### src/rtl/johnson_seq_ctrl.sv
// ---------------------------------------------------------------------------
// johnson_seq_ctrl
//
// Run controller for a WIDTH-bit Johnson counter.  A run is requested with
// start, executes a programmed number of full rotations (2*WIDTH states
// each), and ends with a one-cycle done pulse.  The count is decoded into
// one-hot phase enables and a phase index, so downstream datapath blocks can
// use it as a multi-phase enable scheduler.  Illegal counter values are
// squashed back to all-zero on the next edge.
//
// Handshake: start is accepted only in IDLE.  An accepted start latches
// cycles and raises busy on the following cycle.  busy stays high through
// RUN and PAUSE.  done pulses for exactly one cycle when the run ends, with
// aborted high alongside it if abort ended the run.  start is ignored
// whenever busy or done is high.
//
// Ports:
//   clk        in   rising-edge clock
//   reset      in   asynchronous, active-low reset
//   start      in   run request (sampled only in IDLE)
//   cycles     in   number of rotations, latched on accepted start
//   pause      in   hold the counter (RUN/PAUSE only)
//   abort      in   end the run (RUN/PAUSE only), wins over pause
//   count      out  Johnson counter value
//   phase      out  one-hot decode of count, zero outside RUN/PAUSE
//   phase_idx  out  position of count in the Johnson sequence
//   busy       out  high in RUN or PAUSE
//   wrap       out  one-cycle pulse after each completed rotation
//   done       out  one-cycle pulse in DONE
//   aborted    out  high with done when the run was aborted
// ---------------------------------------------------------------------------
module johnson_seq_ctrl #(
    parameter int WIDTH  = 4,
    parameter int CYC_W  = 8,
    parameter int PIDX_W = $clog2(2 * WIDTH)
) (
    input  logic                 clk,
    input  logic                 reset,
    input  logic                 start,
    input  logic [CYC_W-1:0]     cycles,
    input  logic                 pause,
    input  logic                 abort,
    output logic [WIDTH-1:0]     count,
    output logic [2*WIDTH-1:0]   phase,
    output logic [PIDX_W-1:0]    phase_idx,
    output logic                 busy,
    output logic                 wrap,
    output logic                 done,
    output logic                 aborted
);

    typedef enum logic [1:0] {
        S_IDLE  = 2'd0,
        S_RUN   = 2'd1,
        S_PAUSE = 2'd2,
        S_DONE  = 2'd3
    } state_t;

    // Final state of a rotation: only the MSB set (1000 for WIDTH=4).
    localparam logic [WIDTH-1:0] LAST_CNT = {1'b1, {(WIDTH-1){1'b0}}};

    state_t             state_q, state_d;
    logic [WIDTH-1:0]   count_q, count_d;
    logic [CYC_W-1:0]   rem_q, rem_d;
    logic               wrap_q, wrap_d;
    logic               aborted_q, aborted_d;

    logic               cnt_legal;
    logic [PIDX_W-1:0]  cnt_idx;
    logic [2*WIDTH-1:0] cnt_onehot;

    // Johnson pattern at sequence position i: the first WIDTH+1 positions
    // fill ones from the LSB, the remaining ones drain zeros in from the LSB.
    function automatic logic [WIDTH-1:0] johnson_pat(input int i);
        logic [WIDTH-1:0] p;
        p = '0;
        for (int b = 0; b < WIDTH; b++) begin
            if (i <= WIDTH) p[b] = (b < i);
            else            p[b] = (b >= i - WIDTH);
        end
        return p;
    endfunction

    // Decode of the current count: legality, sequence position and one-hot.
    always_comb begin
        cnt_legal  = 1'b0;
        cnt_idx    = '0;
        cnt_onehot = '0;
        for (int i = 0; i < 2 * WIDTH; i++) begin
            if (count_q == johnson_pat(i)) begin
                cnt_legal     = 1'b1;
                cnt_idx       = PIDX_W'(i);
                cnt_onehot[i] = 1'b1;
            end
        end
    end

    // State register and datapath flops.
    always_ff @(posedge clk or negedge reset) begin
        if (!reset) begin
            state_q   <= S_IDLE;
            count_q   <= '0;
            rem_q     <= '0;
            wrap_q    <= 1'b0;
            aborted_q <= 1'b0;
        end else begin
            state_q   <= state_d;
            count_q   <= count_d;
            rem_q     <= rem_d;
            wrap_q    <= wrap_d;
            aborted_q <= aborted_d;
        end
    end

    // Next-state and next-datapath logic.
    always_comb begin
        state_d   = state_q;
        count_d   = count_q;
        rem_d     = rem_q;
        wrap_d    = 1'b0;
        aborted_d = aborted_q;

        case (state_q)
            S_IDLE: begin
                if (start) begin
                    if (cycles != '0) begin
                        state_d = S_RUN;
                        rem_d   = cycles;
                    end else begin
                        state_d = S_DONE;
                    end
                end
            end

            S_RUN: begin
                if (abort) begin
                    state_d   = S_DONE;
                    count_d   = '0;
                    aborted_d = 1'b1;
                end else if (pause) begin
                    state_d = S_PAUSE;
                end else begin
                    count_d = {count_q[WIDTH-2:0], ~count_q[WIDTH-1]};
                    if (count_q == LAST_CNT) begin
                        wrap_d = 1'b1;
                        if (rem_q != '0) rem_d = rem_q - CYC_W'(1);
                        // remaining never reads zero in RUN; <= 1 just
                        // keeps a corrupted zero from running forever.
                        if (rem_q <= CYC_W'(1)) state_d = S_DONE;
                    end
                end
            end

            S_PAUSE: begin
                if (abort) begin
                    state_d   = S_DONE;
                    count_d   = '0;
                    aborted_d = 1'b1;
                end else if (!pause) begin
                    // Count holds on this edge too, hence the extra cycle.
                    state_d = S_RUN;
                end
            end

            S_DONE: begin
                state_d   = S_IDLE;
                aborted_d = 1'b0;
            end

            default: begin
                state_d = S_IDLE;
            end
        endcase

        // Self-correction: any illegal value returns to zero in every state.
        // A rotation interrupted this way is neither counted nor wrapped,
        // because LAST_CNT is legal and so cannot trigger the wrap above.
        if (!cnt_legal) count_d = '0;
    end

    // Outputs, all decoded from registers.
    always_comb begin
        busy      = (state_q == S_RUN) || (state_q == S_PAUSE);
        done      = (state_q == S_DONE);
        aborted   = aborted_q;
        wrap      = wrap_q;
        count     = count_q;
        phase_idx = cnt_idx;
        phase     = busy ? cnt_onehot : '0;
    end

endmodule
### config.mk
export PLATFORM = sky130hd
export DESIGN_NAME = johnson_seq_ctrl
export DESIGN_NICKNAME = d
export VERILOG_FILES = /design/src/rtl/johnson_seq_ctrl.sv
export SDC_FILE = /design/constraint.sdc
export NUM_CORES = 1
export LEC_CHECK = 0
export CAP_MARGIN = 20
export CORE_UTILIZATION = 35
export DETAILED_ROUTE_END_ITERATION = 10
export PLACE_DENSITY_LB_ADDON = 0.25
export SLEW_MARGIN = 20
export SYNTH_ARGS = -nofsm -noshare
export SYNTH_HDL_FRONTEND = slang
export SYNTH_SLANG_ARGS = --single-unit
### constraint.sdc
create_clock -name clk -period 1.9 [get_ports clk]
set_clock_uncertainty 0.05 [all_clocks]
set_input_delay 0.285 -clock clk [delete_from_list [all_inputs] [get_ports clk]]
set_output_delay 0.285 -clock clk [all_outputs]
set_load 0.02 [all_outputs]
### Yosys cells after proc, flatten, opt, wreduce, memory -nomap -nowiden

Cells that the tools add are included.

| word-level totals | value |
|---|---|
| register bits after elaboration | 16 |
| input bits | 13 |
| output and inout bits | 19 |
| word-level logic and storage cells | 92 |

| operators by class | value |
|---|---|
| $add $sub $neg | 1 |
| order comparisons | 1 |
| equal/unequal tests | 23 |
| muxes and demuxes | 49 |
| bitwise gates (word level) | 1 |
| reductions and logical operators | 12 |

Operators with widths:

| kind | count |
|---|---|
| $mux 8 | 7 |
| $mux 1 | 20 |
| $mux 3 | 6 |
| $eq 4x4->1 const B | 4 |
| $mux 2 | 8 |
| $mux 4 | 4 |
| $pmux 8 s2 | 1 |
| $reduce_bool 8->1 | 2 |
| $ne 2x2->1 const B | 6 |
| $ne 4x4->1 const B | 3 |
| $le 8x1->1 const B | 1 |
| $pmux 2 s4 | 1 |
| $pmux 4 s2 | 1 |
| $sub 8x1->8 const B | 1 |
| $reduce_and 7->1 | 1 |
| $ne 3x3->1 const B | 2 |
| $eq 2x2->1 const B | 2 |
| $eq 4x1->1 const B | 1 |
| $eq 4x2->1 const B | 1 |
| $eq 4x3->1 const B | 1 |
| $logic_not 4->1 | 1 |
| $reduce_and 4->1 | 1 |
| $reduce_bool 2->1 | 2 |
| $ne 3x1->1 const B | 1 |
| other kinds (9) | 9 |

### Logic depth before layout (Yosys ltp)

| depth | value |
|---|---|
| depth in word-level cells | 11 |
| depth in mapped cells | 8 |
| gate-level depth less buffers | 7 |

### Least setup slack after synthesis

Ideal clock, no wire load.

| path | value |
|---|---|
| kind | register -> register |
| from | register rem_q[0] |
| to | register rem_q[0] |
| setup time | 126 ps |
| arrival time | 1908 ps |
| required time | 1724 ps |
| path slack | -184 ps |
| cell stages (with the launch flop) | 8 |
| buffers on the path | 0 |
| period minus slack after synthesis | 2084 ps |
| cell sequence | dfrtp_1 > inv_1 > ha_1 > or3b_2 > o211ai_2 > a22oi_4 > and3_1 > a311o_1 |

| between the ends | value |
|---|---|
| cells in the longest elaborated chain, start to end | 6 |
| elaborated cells between the ends (all ways) | 9 |
| those cells by class | add/sub: 1; eq/ne: 1; mux: 5; reduce/logical: 2 |

RTL lines:

| element | RTL line | source |
|---|---|---|
| start: declaration | 64 | `logic [CYC_W-1:0] rem_q, rem_d;` |
| start signal: assignment | 109 | `rem_q <= rem_d;` |
| $sub 8x1->8 | 146 | `if (rem_q != '0) rem_d = rem_q - CYC_W'(1);` |
| $mux 8 | 146 |  |
| $mux 8 | 144 | `if (count_q == LAST_CNT) begin` |
| $mux 8 | 140 | `end else if (pause) begin` |
| $mux 8 | 136 | `if (abort) begin` |
| $pmux 8 s2 | 123 | `case (state_q)` |

Several ways; a longest one is shown, not always the timed one. The select of a mux whose other input is x is not followed.
A chain may end at the register's enable or synchronous reset.

### Final worst setup path

| path | value |
|---|---|
| from | register state_q[1] |
| to | register rem_q[0] |

| between the ends | value |
|---|---|
| cells in the longest elaborated chain, start to end | 3 |
| elaborated cells between the ends (all ways) | 11 |
| those cells by class | eq/ne: 7; mux: 1; reduce/logical: 3 |

RTL lines:

| element | RTL line | source |
|---|---|---|
| start: declaration | 62 | `state_t state_q, state_d;` |
| start signal: assignment | 107 | `state_q <= state_d;` |
| $eq 2x1->1 / $logic_not 2->1 (equally long branches) | 123 |  |
| $ne 2x2->1 (no source line) / $reduce_bool 2->1 (equally long branches) | - |  |
| $reduce_and 7->1 (no source line) | - |  |

Several ways; a longest one is shown, not always the timed one.

==> flow_metrics.tcl <==
set metrics [dict create \
    outcome "complete, but fails checks" \
    violations "setup timing" \
    fillCellCount 277 \
    worst_pin_slew_ps 496 \
    p_per_area_nw_per_um2 1410 \
    crit_path_start_kind "register" \
    avgViaCountPerCell 5.42 \
    ctsHoldBuffers 0 \
    wire_per_inst_um 15.7 \
    required_ps 2060 \
    grt_pass1_wl_um 6670 \
    cap_viol_max_count 0 \
    nNetsFinal 251 \
    use_met1 0.294 \
    area_growth_pct 80.8 \
    max_stage_delay_ps 420 \
    ant_nets 0 \
    root_buffer "clkbuf_4" \
    core-area_um2 3390 \
    maxSlewViolCount 0 \
    fin_tns_setup_ps -830 \
    numPortBuffers 31 \
    cts_buffers 3 \
    cp_slowest_cell "dfrtp_1" \
    ys_seq_area_frac 0.320 \
    synth-async-reset-ratio 1.00 \
    place_inst 265 \
    synth_seq_cells 16 \
    synth-main-ff-cell "dfrtp_1" \
    grt_max_degree 17 \
    hold_viol_final 0 \
    diodes 0 \
    dieWidth_um 61.8 \
    setup_viol_count_final 12 \
    initialDrtViolationCount 53 \
    fin_cells 277 \
    period_share 1.08 \
    final_cell_mix "53 x buf_4, 16 x clkdlybuf4s50_1, 15 x nand3_1, 14 x dfrtp_1, 13 x nand2_1" \
    overflow 0 \
    min_path_type "in -> async" \
    grt_pass1_vias 1426 \
    start_util 0.369 \
    cp_max_fo 5 \
    synth_cell_types 43 \
    htreeDepth 1 \
    p_leak_uw 0.00100 \
    dieArea_um2 3820 \
    worstPathCellList "inv_2 > buf_6 > ha_4 > nor3b_4 > o211ai_4 > a22oi_4 > buf_4 > nor2_2 > a311o_1" \
    cp.arrival_ps 2200 \
    rsz0062_at_grt "true" \
    mostFrequentLayoutCell "buf_4" \
    rows 21 \
    ir_drop_mv 0.952 \
    setup_ws_ps -145 \
    dr_total_vias 1501 \
    timing_worst_setup_path_type "reg -> reg" \
    multi_input_area_um2 1000 \
    grt_usage 0.240 \
    cts_tree "built" \
    slew_headroom 0.667 \
    use_met3 0.0311 \
    path_clk_slew_ps 120 \
    drive_gt1_frac 0.485 \
    antenna_found_initial 0 \
    fin_crit_ps 2050 \
    drt_first_pass_iters 4 \
    ioPinCount 32 \
    syn_area_um2 1250 \
    total_power_uw 3190 \
    grt_busiest_layer "met2" \
    synth_nets 170 \
    place.gp.congestion 0.868 \
    grtUsageMet2 0.433 \
    synth_edf_count 0 \
    die_y_um 61.8 \
    syn_area_per_cell_um2 8.29 \
    max_freq_mhz 489 \
    register_area_um2 403 \
    dp_hpwl_um 2830 \
    drc_errors 0 \
    clk_latency_ps 310 \
    drt-total-wl_um 4350 \
    syn_inst 151 \
    critPathCaptureType "register" \
    ys_warn_count 0 \
    clock-sinks 16 \
    cts_buffer_depth 2 \
]
kinds of logic (layout without fill, tap and decap cells):
logic type | after synthesis | count (layout) | synth area share
multiplexers | 6 | 6 | 0.0480
XOR/XNOR | 1 | 1 | 0.00700
buffers and inverters | 18 | 98 | 0.0570
AO/OA/AOI/OAI | 33 | 33 | 0.208
adder cells (fa/ha/maj) | 6 | 6 | 0.0600
flip-flops | 16 | 16 | 0.320
AND/OR/NAND/NOR | 71 | 71 | 0.300
sequential cells by signal, summed over array words and instances, names as in the netlist:
register	cells
aborted	1
count	4
rem_q	8
state_q	2
wrap	1
cell usage after synthesis (all sizes together) (2+ instances only):
cell     count  area share
ha           6       0.060
or3          2       0.010
o22ai        4       0.020
dfrtp       16        0.32
or4          3       0.021
a22oi        3       0.029
nand3       16       0.064
a2111oi      2       0.014
a221oi       2       0.014
a21oi        4       0.016
nor2        10       0.030
nand2b       4       0.020
mux2i        6       0.048
clkbuf       4       0.012
o21ai        5       0.023
inv         10       0.030
buf          4       0.015
nand2       14       0.042
a32o         2       0.016
a22o         2       0.014
a31oi        2       0.010
nor3        12       0.048
nor2b        2       0.010
cell type report:
class | count | share of cell area
Multi-Input combinational cell | 117 | 0.444
Timing Repair Buffer | 84 | 0.320
Clock buffer | 4 | 0.0160
Inverter | 10 | 0.0166
Tap cell | 46 | 0.0254
Sequential cell | 16 | 0.178
critical path: cells and delay by family (launching register included):
kind	cells	cell delay [ps]
AOI/OAI and AO/OA	3	720
DFF	1	420
adders and majority gates	1	140
buffers and inverters	3	330
and+or+nand+nor	2	280
where the power goes:
group | switching, uW | internal, uW
Sequential | 109 | 468
Combinational | 1170 | 1190
Clock | 137 | 117
Total | 1410 | 1780
layer usage:
metal | share of wire | wire length (um) | up-vias
li1 | - | - | 722
met1 | 0.42 | 1820 | 731
met2 | 0.52 | 2270 | 42
met3 | 0.040 | 174 | 6
met4 | 0.019 | 82 | 0
met5 | 0 | 0 | -
repair_timing:
action,4_1_cts,5_1_grt
pin swaps,9,11
resized for setup,68,48
hold endpoints to repair,0,0
gates cloned,1,0
setup endpoints to repair,28,23
setup buffers,4,4
worst paths after layout:
| check | startpoint | end | slack [ps] | depth (start not counted) |
|---|---|---|---|---|
| worst max-delay path | state_q[1]$_DFFE_PN0P_ | rem_q[0]$_DFFE_PN0P_ | -150 | 9 |
| worst min-delay path | reset | rem_q[0]$_DFFE_PN0P_ | 240 | 2 |
| worst max register to register | state_q[1]$_DFFE_PN0P_ | rem_q[0]$_DFFE_PN0P_ | -150 | 9 |
| worst min register to register | aborted$_DFFE_PN0P_ | aborted$_DFFE_PN0P_ | 530 | 2 |
| max in group asynchronous | reset | count[2]$_DFFE_PN0P_ | 1340 | 2 |
| min in group clk | aborted$_DFFE_PN0P_ | aborted$_DFFE_PN0P_ | 530 | 2 |
stage by stage:
step                      hold slack [ps]  instance area, um^2   util  setup slack, ps
after floorplan                     -60.6                 1280      -            -59.4
after global placement                484                 1950  0.576             -287
after detailed placement              510                 1950  0.576             -360
after CTS                             255                 2130  0.628             -138
after global routing                  269                 2260  0.667             -221
final                                 238                 2260  0.667             -145
(Power assumes the default switching activity.)
